File: config.mk
export PLATFORM = sky130hd
export DESIGN_NAME = fir_filter_mac_flat
export DESIGN_NICKNAME = d
export VERILOG_FILES = /design/src/rtl/fir_filter_mac_if.sv /design/src/rtl/fir_filter_mac.sv /design/src/flat_wrapper.sv
export SDC_FILE = /design/constraint.sdc
export NUM_CORES = 2
export LEC_CHECK = 0
export CAP_MARGIN = 20
export CORE_UTILIZATION = 50
export DETAILED_ROUTE_END_ITERATION = 7
export GPL_ROUTABILITY_DRIVEN = 0
export HOLD_SLACK_MARGIN = 0.1
export PLACE_DENSITY = 0.77
export SYNTH_ARGS = -nofsm -noshare
export SYNTH_HDL_FRONTEND = slang
export SYNTH_SLANG_ARGS = --single-unit
File: constraint.sdc
create_clock -name i_clk -period 9.91 [get_ports i_clk]
set_input_delay 2.973 -clock i_clk [delete_from_list [all_inputs] [get_ports i_clk]]
set_output_delay 2.973 -clock i_clk [all_outputs]
set_load 0.005 [all_outputs]
File: src/rtl/fir_filter_mac_if.sv
// Bus bundle for the time-multiplexed FIR: sample handshake,
// coefficient write port and filtered-sample output.
interface fir_filter_mac_if #(
    parameter int NUM_TAPS       = 51,
    parameter int DATA_IN_WIDTH  = 16,
    parameter int TAP_DATA_WIDTH = 16,
    parameter int DATA_OUT_WIDTH = 24,
    parameter int ADDR_WIDTH     = $clog2(NUM_TAPS)
);
    logic signed [DATA_IN_WIDTH-1:0]  i_fir_data_in;
    logic                             i_fir_valid;
    logic                             o_fir_ready;
    logic                             i_coef_wr;
    logic [ADDR_WIDTH-1:0]            i_coef_addr;
    logic signed [TAP_DATA_WIDTH-1:0] i_coef_data;
    logic                             o_coef_drop;
    logic signed [DATA_OUT_WIDTH-1:0] o_fir_data_out;
    logic                             o_fir_valid;
    logic                             o_fir_sat;

    modport master (
        output i_fir_data_in, i_fir_valid,
        output i_coef_wr, i_coef_addr, i_coef_data,
        input  o_fir_ready, o_coef_drop,
        input  o_fir_data_out, o_fir_valid, o_fir_sat
    );

    modport slave (
        input  i_fir_data_in, i_fir_valid,
        input  i_coef_wr, i_coef_addr, i_coef_data,
        output o_fir_ready, o_coef_drop,
        output o_fir_data_out, o_fir_valid, o_fir_sat
    );
endinterface

File: src/rtl/fir_filter_mac.sv
// Time-multiplexed FIR: one signed MAC reused over NUM_TAPS cycles
// per sample, loadable taps, rounded/shifted/saturated output.
module fir_filter_mac #(
    parameter int NUM_TAPS       = 51,
    parameter int DATA_IN_WIDTH  = 16,
    parameter int TAP_DATA_WIDTH = 16,
    parameter int DATA_OUT_WIDTH = 24,
    parameter int OUT_SHIFT      = 8,
    parameter int ADDR_WIDTH     = $clog2(NUM_TAPS)
) (
    input logic             i_clk,
    input logic             i_rst,
    fir_filter_mac_if.slave bus
);
    localparam int PROD_W = DATA_IN_WIDTH + TAP_DATA_WIDTH;
    localparam int ACC_W  = PROD_W + $clog2(NUM_TAPS);
    localparam int EXT_W  = ACC_W - DATA_OUT_WIDTH + 2;

    localparam logic [ADDR_WIDTH:0]   TAPS = (ADDR_WIDTH+1)'(NUM_TAPS);
    localparam logic [ADDR_WIDTH-1:0] LAST = ADDR_WIDTH'(NUM_TAPS - 1);
    localparam logic [ADDR_WIDTH-1:0] WRAP = ADDR_WIDTH'(NUM_TAPS);
    localparam logic signed [ACC_W:0] ROUND =
        (ACC_W+1)'((64'd1 << OUT_SHIFT) >> 1);

    localparam logic signed [DATA_OUT_WIDTH-1:0] OUT_MAX =
        {1'b0, {(DATA_OUT_WIDTH-1){1'b1}}};
    localparam logic signed [DATA_OUT_WIDTH-1:0] OUT_MIN =
        {1'b1, {(DATA_OUT_WIDTH-1){1'b0}}};

    typedef enum logic [1:0] {IDLE, MAC, OUT} state_t;

    state_t                           state;
    logic signed [DATA_IN_WIDTH-1:0]  samples [NUM_TAPS];
    logic signed [TAP_DATA_WIDTH-1:0] coefs [NUM_TAPS];
    logic [ADDR_WIDTH-1:0]            wptr;
    logic [ADDR_WIDTH-1:0]            newest;
    logic [ADDR_WIDTH-1:0]            k;
    logic [ADDR_WIDTH-1:0]            rd_idx;
    logic signed [ACC_W-1:0]          acc;
    logic signed [PROD_W-1:0]         prod;
    logic signed [ACC_W:0]            rounded;
    logic signed [ACC_W:0]            shifted;
    logic                             over;
    logic signed [DATA_OUT_WIDTH-1:0] clipped;
    logic                             coef_ok;

    // Tap read index walks backwards from the newest sample, modulo the
    // line length; the mod-2^ADDR_WIDTH arithmetic folds the wrap in.
    always_comb begin
        rd_idx = newest - k;
        if (newest < k) begin
            rd_idx = newest - k + WRAP;
        end
    end

    // Shared multiplier plus output rounding, shift and clip detection.
    always_comb begin
        prod    = coefs[k] * samples[rd_idx];
        rounded = (ACC_W+1)'(acc) + ROUND;
        shifted = rounded >>> OUT_SHIFT;
        over    = shifted[ACC_W:DATA_OUT_WIDTH-1]
                  != {EXT_W{shifted[DATA_OUT_WIDTH-1]}};
        clipped = shifted[DATA_OUT_WIDTH-1:0];
        if (over) begin
            clipped = shifted[ACC_W] ? OUT_MIN : OUT_MAX;
        end
    end

    // Coefficient writes only land while idle and in range.
    always_comb begin
        coef_ok = bus.i_coef_wr && (state == IDLE)
                  && ({1'b0, bus.i_coef_addr} < TAPS);
    end

    // Control FSM, delay line, coefficient store and registered outputs.
    always_ff @(posedge i_clk) begin
        if (i_rst) begin
            state              <= IDLE;
            bus.o_fir_ready    <= 1'b1;
            bus.o_fir_valid    <= 1'b0;
            bus.o_fir_sat      <= 1'b0;
            bus.o_fir_data_out <= '0;
            bus.o_coef_drop    <= 1'b0;
            acc                <= '0;
            wptr               <= '0;
            newest             <= '0;
            k                  <= '0;
            for (int i = 0; i < NUM_TAPS; i++) begin
                samples[i] <= '0;
                coefs[i]   <= '0;
            end
        end else begin
            bus.o_fir_valid <= 1'b0;
            if (bus.i_coef_wr && !coef_ok) begin
                bus.o_coef_drop <= 1'b1;
            end
            if (coef_ok) begin
                coefs[bus.i_coef_addr] <= bus.i_coef_data;
            end
            unique case (state)
                IDLE: begin
                    if (bus.i_fir_valid) begin
                        samples[wptr]   <= bus.i_fir_data_in;
                        newest          <= wptr;
                        wptr            <= (wptr == LAST) ? '0 : wptr + 1'b1;
                        acc             <= '0;
                        k               <= '0;
                        state           <= MAC;
                        bus.o_fir_ready <= 1'b0;
                    end
                end
                MAC: begin
                    acc <= acc + ACC_W'(prod);
                    if (k == LAST) begin
                        state <= OUT;
                    end else begin
                        k <= k + 1'b1;
                    end
                end
                OUT: begin
                    bus.o_fir_data_out <= clipped;
                    bus.o_fir_sat      <= over;
                    bus.o_fir_valid    <= 1'b1;
                    bus.o_fir_ready    <= 1'b1;
                    state              <= IDLE;
                end
                default: begin
                    state <= IDLE;
                end
            endcase
        end
    end
endmodule

File: src/flat_wrapper.sv
// flat-port wrapper written by rule: the top's interface ports become plain ports
module fir_filter_mac_flat 
#(
    parameter int NUM_TAPS       = 51,
    parameter int DATA_IN_WIDTH  = 16,
    parameter int TAP_DATA_WIDTH = 16,
    parameter int DATA_OUT_WIDTH = 24,
    parameter int OUT_SHIFT      = 8,
    parameter int ADDR_WIDTH     = $clog2(NUM_TAPS)
)
  (i_clk, i_rst, bus_i_fir_data_in, bus_i_fir_valid, bus_i_coef_wr, bus_i_coef_addr, bus_i_coef_data, bus_o_fir_ready, bus_o_coef_drop, bus_o_fir_data_out, bus_o_fir_valid, bus_o_fir_sat);
  fir_filter_mac_if #(.NUM_TAPS(NUM_TAPS), .DATA_IN_WIDTH(DATA_IN_WIDTH), .TAP_DATA_WIDTH(TAP_DATA_WIDTH), .DATA_OUT_WIDTH(DATA_OUT_WIDTH), .ADDR_WIDTH(ADDR_WIDTH)) bus_i ();
  input logic i_clk;
  input logic i_rst;
  input wire logic [$bits(bus_i.i_fir_data_in)-1:0] bus_i_fir_data_in;
  input wire logic [$bits(bus_i.i_fir_valid)-1:0] bus_i_fir_valid;
  input wire logic [$bits(bus_i.i_coef_wr)-1:0] bus_i_coef_wr;
  input wire logic [$bits(bus_i.i_coef_addr)-1:0] bus_i_coef_addr;
  input wire logic [$bits(bus_i.i_coef_data)-1:0] bus_i_coef_data;
  output wire logic [$bits(bus_i.o_fir_ready)-1:0] bus_o_fir_ready;
  output wire logic [$bits(bus_i.o_coef_drop)-1:0] bus_o_coef_drop;
  output wire logic [$bits(bus_i.o_fir_data_out)-1:0] bus_o_fir_data_out;
  output wire logic [$bits(bus_i.o_fir_valid)-1:0] bus_o_fir_valid;
  output wire logic [$bits(bus_i.o_fir_sat)-1:0] bus_o_fir_sat;
  assign bus_i.i_fir_data_in = bus_i_fir_data_in;
  assign bus_i.i_fir_valid = bus_i_fir_valid;
  assign bus_i.i_coef_wr = bus_i_coef_wr;
  assign bus_i.i_coef_addr = bus_i_coef_addr;
  assign bus_i.i_coef_data = bus_i_coef_data;
  assign bus_o_fir_ready = bus_i.o_fir_ready;
  assign bus_o_coef_drop = bus_i.o_coef_drop;
  assign bus_o_fir_data_out = bus_i.o_fir_data_out;
  assign bus_o_fir_valid = bus_i.o_fir_valid;
  assign bus_o_fir_sat = bus_i.o_fir_sat;
  fir_filter_mac #(.NUM_TAPS(NUM_TAPS), .DATA_IN_WIDTH(DATA_IN_WIDTH), .TAP_DATA_WIDTH(TAP_DATA_WIDTH), .DATA_OUT_WIDTH(DATA_OUT_WIDTH), .OUT_SHIFT(OUT_SHIFT), .ADDR_WIDTH(ADDR_WIDTH)) u_core (.i_clk(i_clk), .i_rst(i_rst), .bus(bus_i));
endmodule
Word-level counts from Yosys, hierarchy flattened
Memories as Yosys holds them, arrays and structs flattened. A register that Yosys moved wholly into a read port is not among the register bits. Index checks and enable logic that the tools add are counted.

Add/subtract/negate cells: 6. $mul: 1. $lt $le $gt $ge: 2. Equal/unequal tests: 8. Muxes and demuxes: 32. Reduce and logical (&&, ||, !) cells: 14.

Operators with widths (number): one-hot mux 38 bit (2 select lines) (1); two-way mux 24 bit (2); two-way mux 6 bit (8); adder 38 x 9 -> 39 bit, second input constant (1); adder 38 x 32 -> 38 bit (1); two-way mux 38 bit (1); multiplier 16 x 16 -> 32 bit (1); two-way mux 16 bit (2); OR reduction 16 bit (2); inequality test 15 bit (1); two-way mux 1 bit (13); adder 6 x 1 -> 6 bit, second input constant (2); equality test 6 bit, second input constant (2); one-hot mux 6 bit (2 select lines) (1); AND reduction 2 bit (4); adder 6 bit, second input constant (1); less-than comparator 6 bit (1); less-than comparator 6 bit, second input constant (1); subtractor 6 bit (1); two-way mux 2 bit (2); inequality test 2 bit, second input constant (2); one-hot mux 2 bit (2 select lines) (1); nonzero test 2 bit (2); logical AND 1 bit (3); 7 further kinds (7).

Flip-flop bits (word level): 86. Memory bits (writable): 1632. Input port bits: 42. Logic and storage cells: 75. Memories kept: 2.

Memories: u_core.coefs (words 51, width 16, rd ports 1, clocked after memory_dff 1, write ports 51, line fir_filter_mac.sv:34) `logic signed [TAP_DATA_WIDTH-1:0] coefs [NUM_TAPS];`; u_core.samples (words 51, width 16, rd ports 1, clocked after memory_dff 0, write ports 51, line fir_filter_mac.sv:33) `logic signed [DATA_IN_WIDTH-1:0] samples [NUM_TAPS];`.

Longest topological paths before layout
Depth in word-level cells: 8. Gate-level depth with buffers: 44. Mapped depth without buffers: 40.

Worst setup path after synthesis
Ideal clock, no wire load.

Kind: reg-to-reg. From: reg u_core.k[0]. To: reg u_core.acc[30]. Library setup time: 0.074 ns. Data arrival time: 9.649 ns. Setup slack: 0.187 ns. Cell stages (with the launch flop): 37. Path buffers: 4. Period minus slack after synthesis: 9.723 ns. Path through: dfxtp_1 > ha_1 > inv_1 > fa_1 > a211oi_2 > nor4_1 > nor3_1 > buf_4 > buf_4 > buf_2 > mux4_2 > mux4_2 > nand2_1 > nand2_1 > o21ai_1 > buf_2 > nor2_1 > fa_1 > fa_1 > fa_1 > fa_1 > fa_1 > inv_1 > fa_1 > inv_1 > ha_1 > inv_1 > or4_1 > or3_1 > o211ai_1 > a31oi_1 > nor2_1 > nor2_1 > o21bai_1 > nand3_1 > a211o_1 > a31oi_1.

Longest elaborated chain between the ends: 7. Elaborated cells between the ends (all ways): 8. Classes of those cells: 3 x add/sub; 1 x mul; 1 x order compare; 2 x mux; 1 x memory.

RTL lines: start, declared (line fir_filter_mac.sv:37) `logic [ADDR_WIDTH-1:0] k;`; start signal, assigned (line fir_filter_mac.sv:117) `k <= k + 1'b1;`; subtractor 6 bit (line fir_filter_mac.sv:50, fir_filter_mac.sv:52); adder 6 bit (line fir_filter_mac.sv:52) `rd_idx = newest - k + WRAP;`; two-way mux 6 bit (*) (line fir_filter_mac.sv:51) `if (newest < k) begin`; memory (51 x 16 bit) (*); multiplier 16 x 16 -> 32 bit (*) (line fir_filter_mac.sv:58) `prod = coefs[k] * samples[rd_idx];`; adder 38 x 32 -> 38 bit (*) (line fir_filter_mac.sv:113) `acc <= acc + ACC_W'(prod);`; one-hot mux 38 bit (2 select lines) (*) (line fir_filter_mac.sv:100) `unique case (state)`; end signal, assigned (line fir_filter_mac.sv:113); end, declared (line fir_filter_mac.sv:39) `logic signed [ACC_W-1:0] acc;`.

Every way passes the cells marked *; elsewhere a longest branch is shown, timed or not. A chain may end at the register's enable or synchronous reset.

Worst setup path in the final report
From: reg u_core.newest[0]. To: reg u_core.acc[36].

Longest elaborated chain between the ends: 7. Elaborated cells between the ends (all ways): 8. Classes of those cells: 3 x add/sub; 1 x mul; 1 x order compare; 2 x mux; 1 x memory.

RTL lines: start, declared (line fir_filter_mac.sv:36) `logic [ADDR_WIDTH-1:0] newest;`; start signal, assigned (line fir_filter_mac.sv:104) `newest <= wptr;`; subtractor 6 bit (line fir_filter_mac.sv:50, fir_filter_mac.sv:52); adder 6 bit (line fir_filter_mac.sv:52); two-way mux 6 bit (*) (line fir_filter_mac.sv:51); memory (51 x 16 bit) (*); multiplier 16 x 16 -> 32 bit (*) (line fir_filter_mac.sv:58); adder 38 x 32 -> 38 bit (*) (line fir_filter_mac.sv:113); one-hot mux 38 bit (2 select lines) (*) (line fir_filter_mac.sv:100).

Marks and branches as above.

==> metrics.txt <==
# IOs 70; Worst Path Required 10,690 ps; Slew @ Worst Pin 1140 ps; M1 GR Usage 34.9%; Rel. slew slack 23.7%; Tightest Hold Check Type register to register; Hold Worst Slack 469 ps; fill count 15,642; Final Critical Period 9730 ps; post-route ant nets 0; Startpoint Class register; synthesized flop and latch total 2,140; initial drt markers 8,173; Congestion Overflow GR 0; GR met2 Demand/Resource 39.3%; largest net degree at the start of global routing 82; # nets final 7,901; Critical Path AT 10,510 ps; CTS root buffer clkbuf_16; via/cell ratio 5.93; Fin. Hold Viols 0; post-route clock period utilization 98.2%; Min-Delay Startpoint u_core.newest[0]$_SDFFE_PP0P_; Syn Inst Count 7,011; Seq/Total Area, Yosys 59.4%; # setup viols final 0; worst r2r src u_core.newest[0]$_SDFFE_PP0P_; DRC Markers 14; Distinct cells, synth 78; WL final 275,000 microns; Cell Area, Synth 0.107 sq mm; final slew viol count 0; Hold Crit Endpoint u_core.newest[0]$_SDFFE_PP0P_; starting density of the core 50.3%; Most Crowded Layer GR met2; final core utilization 57.0%; FF-to-FF End u_core.acc[36]$_SDFFE_PP0P_; crit end category register; Critical Path Fanout Max 6; max_cap viols 0; PortBufs 69; depth of the most critical reg-to-reg path 38; fmax 103 MHz; cell count of the worst hold path 2; hpwl dp 169,000 microns; CTS max path bufs 3; RSZ-0062 raised after global routing true; prevailing post-synth register cell edfxtp_1; outcome finished with violations; FFs w/ async S/R, synth 0%; Avg Synthesized Cell Area 15.2 sq um; Worst R2R Setup Slack 180 ps; placed insts 9,928; die span in x 464 microns; CTS tree done; die height 464 microns; Tot GR Track Use 25.1%; Core Area 0.212 sq mm; Pre-antenna DRT Iters 8; CP peak stage delay 530 ps; most frequent cells in the layout 2,048 x edfxtp_1, 1,680 x and2_1, 638 x mux4_2; failing checks DRC; Post-synth EDFFs 2,048; Setup WS pre-CTS -108 ps; Final Skew 61.1 ps; layout cells sized above 1 21.7%; Final Non-Filler Cells 10,417; die area 0.215 sq mm; CP dominant cell by count fa_1; Worst-Skew Late Latency 900 ps; via count 61,734; Num CTS Buffers 211; initial antenna violation count 21; Critical Path Slowest Stage Cell fa_1; Area Growth Syn to Fin 13.4%; leading cell type in the layout, fill and taps excluded edfxtp_1; Worst-path clk slew 60 ps; vias in the first global route 62,317; Final WS setup 179 ps; CTS sink cnt 2,140; row cnt 169; hold buffers post-CTS 0; H-tree levels 4; Synth Warn # 0; first-pass GRT wire length 401,000 microns; routed wire length per instance 26.4 microns; CP Class register to register; grt met3 use 4.84%
## cells in the mapped netlist, types with 44 or more instances
cell type  number  area share, %
a21oi_1        70           0.33
xnor2_1        48           0.39
and2_1       1688            9.9
nand2_1       230           0.81
or2_2         112           0.66
fa_1          324            6.1
clkbuf_1      388            1.4
mux4_2        638             13
dfxtp_1        92            1.7
nor2_1        211           0.74
nor2b_1        71           0.42
nand3_1        73           0.34
nor3_1         65           0.30
buf_1          44           0.15
edfxtp_1     2048             58
ha_1          122            1.4
inv_1         384            1.4
## flip-flops by register name, indices dropped and copies added, names as in the netlist, named ones only
| name | count |
|---|---|
| u_core.coefs | 1024 |
| u_core.bus.o_fir_sat | 1 |
| u_core.k | 6 |
| u_core.acc | 38 |
| u_core.bus.o_fir_data_out | 24 |
| u_core.bus.o_fir_ready | 1 |
| u_core.bus.o_coef_drop | 1 |
| u_core.bus.o_fir_valid | 1 |
| u_core.wptr | 6 |
| u_core.newest | 6 |
| u_core.state | 2 |
| u_core.samples | 1024 |
## timing repair
action	4_1_cts	5_1_grt
gates resized for setup	2	132
gates cloned	0	20
setup buffers	1	66
pin swaps	2	45
setup endpoints to repair	5	17
## cells by family (layout without fill, tap and decap cells)
group | Yosys count | after routing | synth area share [%]
AND/OR/NAND/NOR | 2568 | 2568 | 13.9
flip-flops | 2140 | 2140 | 59.4
buffers and inverters | 902 | 1275 | 3.44
multiplexers | 654 | 654 | 13.7
adder cells (fa/ha/maj) | 446 | 446 | 7.51
AO/OA/AOI/OAI | 229 | 229 | 1.46
XOR/XNOR | 71 | 71 | 0.601
other | 1 | 213 | 0.00352
## final cells by class
class                      count  area, sq um  share of cell area (%)
inverter                     385         1450                    1.19
antenna                        5         12.5                  0.0103
tap                         2821         3530                    2.92
multi-input combinational   4176        40900                    33.8
clock inverter               134         1390                    1.15
timing repair buffer         499         4820                    3.98
clock buffer                 257         5510                    4.55
sequential                  2140        63400                    52.4
## per-layer routing
| layer | routed length (microns) | part of all wire (%) |
|---|---|---|
| met3 | 29300 | 11 |
| met4 | 10800 | 3.9 |
| met1 | 105000 | 38 |
| met2 | 129000 | 47 |
| met5 | 90 | 0.033 |
## per-stage QoR
step	area, sq um	TNS (ps)
after global routing	121000	-332
after detailed placement	112000	-326
after CTS	119000	0
after floorplan	107000	0
final	121000	0
after global placement	112000	0
## critical path, delay by kind of cell (launching register included)
kind / cells / cell delay, ps
buffers and inverters: 9 / 810
adders and majority gates: 9 / 3760
and+or+nand+nor: 8 / 1890
muxes: 2 / 980
DFF: 1 / 320
AOI/OAI and AO/OA: 9 / 1730
xor gates and xnor gates: 1 / 150
## worst max path at each step
stage | start | cells past startpoint | slack [ps] | end
6_report | u_core.newest[0]$_SDFFE_PP0P_ | 38 | 180 | u_core.acc[36]$_SDFFE_PP0P_
5_1_grt | u_core.newest[0]$_SDFFE_PP0P_ | 41 | -100 | u_core.acc[30]$_SDFFE_PP0P_
4_1_cts | u_core.k[5]$_SDFFE_PP0P_ | 36 | 6 | u_core.acc[36]$_SDFFE_PP0P_
3_5_place_dp | u_core.newest[0]$_SDFFE_PP0P_ | 40 | -110 | u_core.acc[30]$_SDFFE_PP0P_
3_3_place_gp | u_core.newest[0]$_SDFFE_PP0P_ | 37 | 40 | u_core.acc[30]$_SDFFE_PP0P_
2_1_floorplan | u_core.k[0]$_SDFFE_PP0P_ | 36 | 190 | u_core.acc[30]$_SDFFE_PP0P_
Power is not shown: default switching activity piles up to over one toggle a cycle in this logic, so the estimate is an artifact.
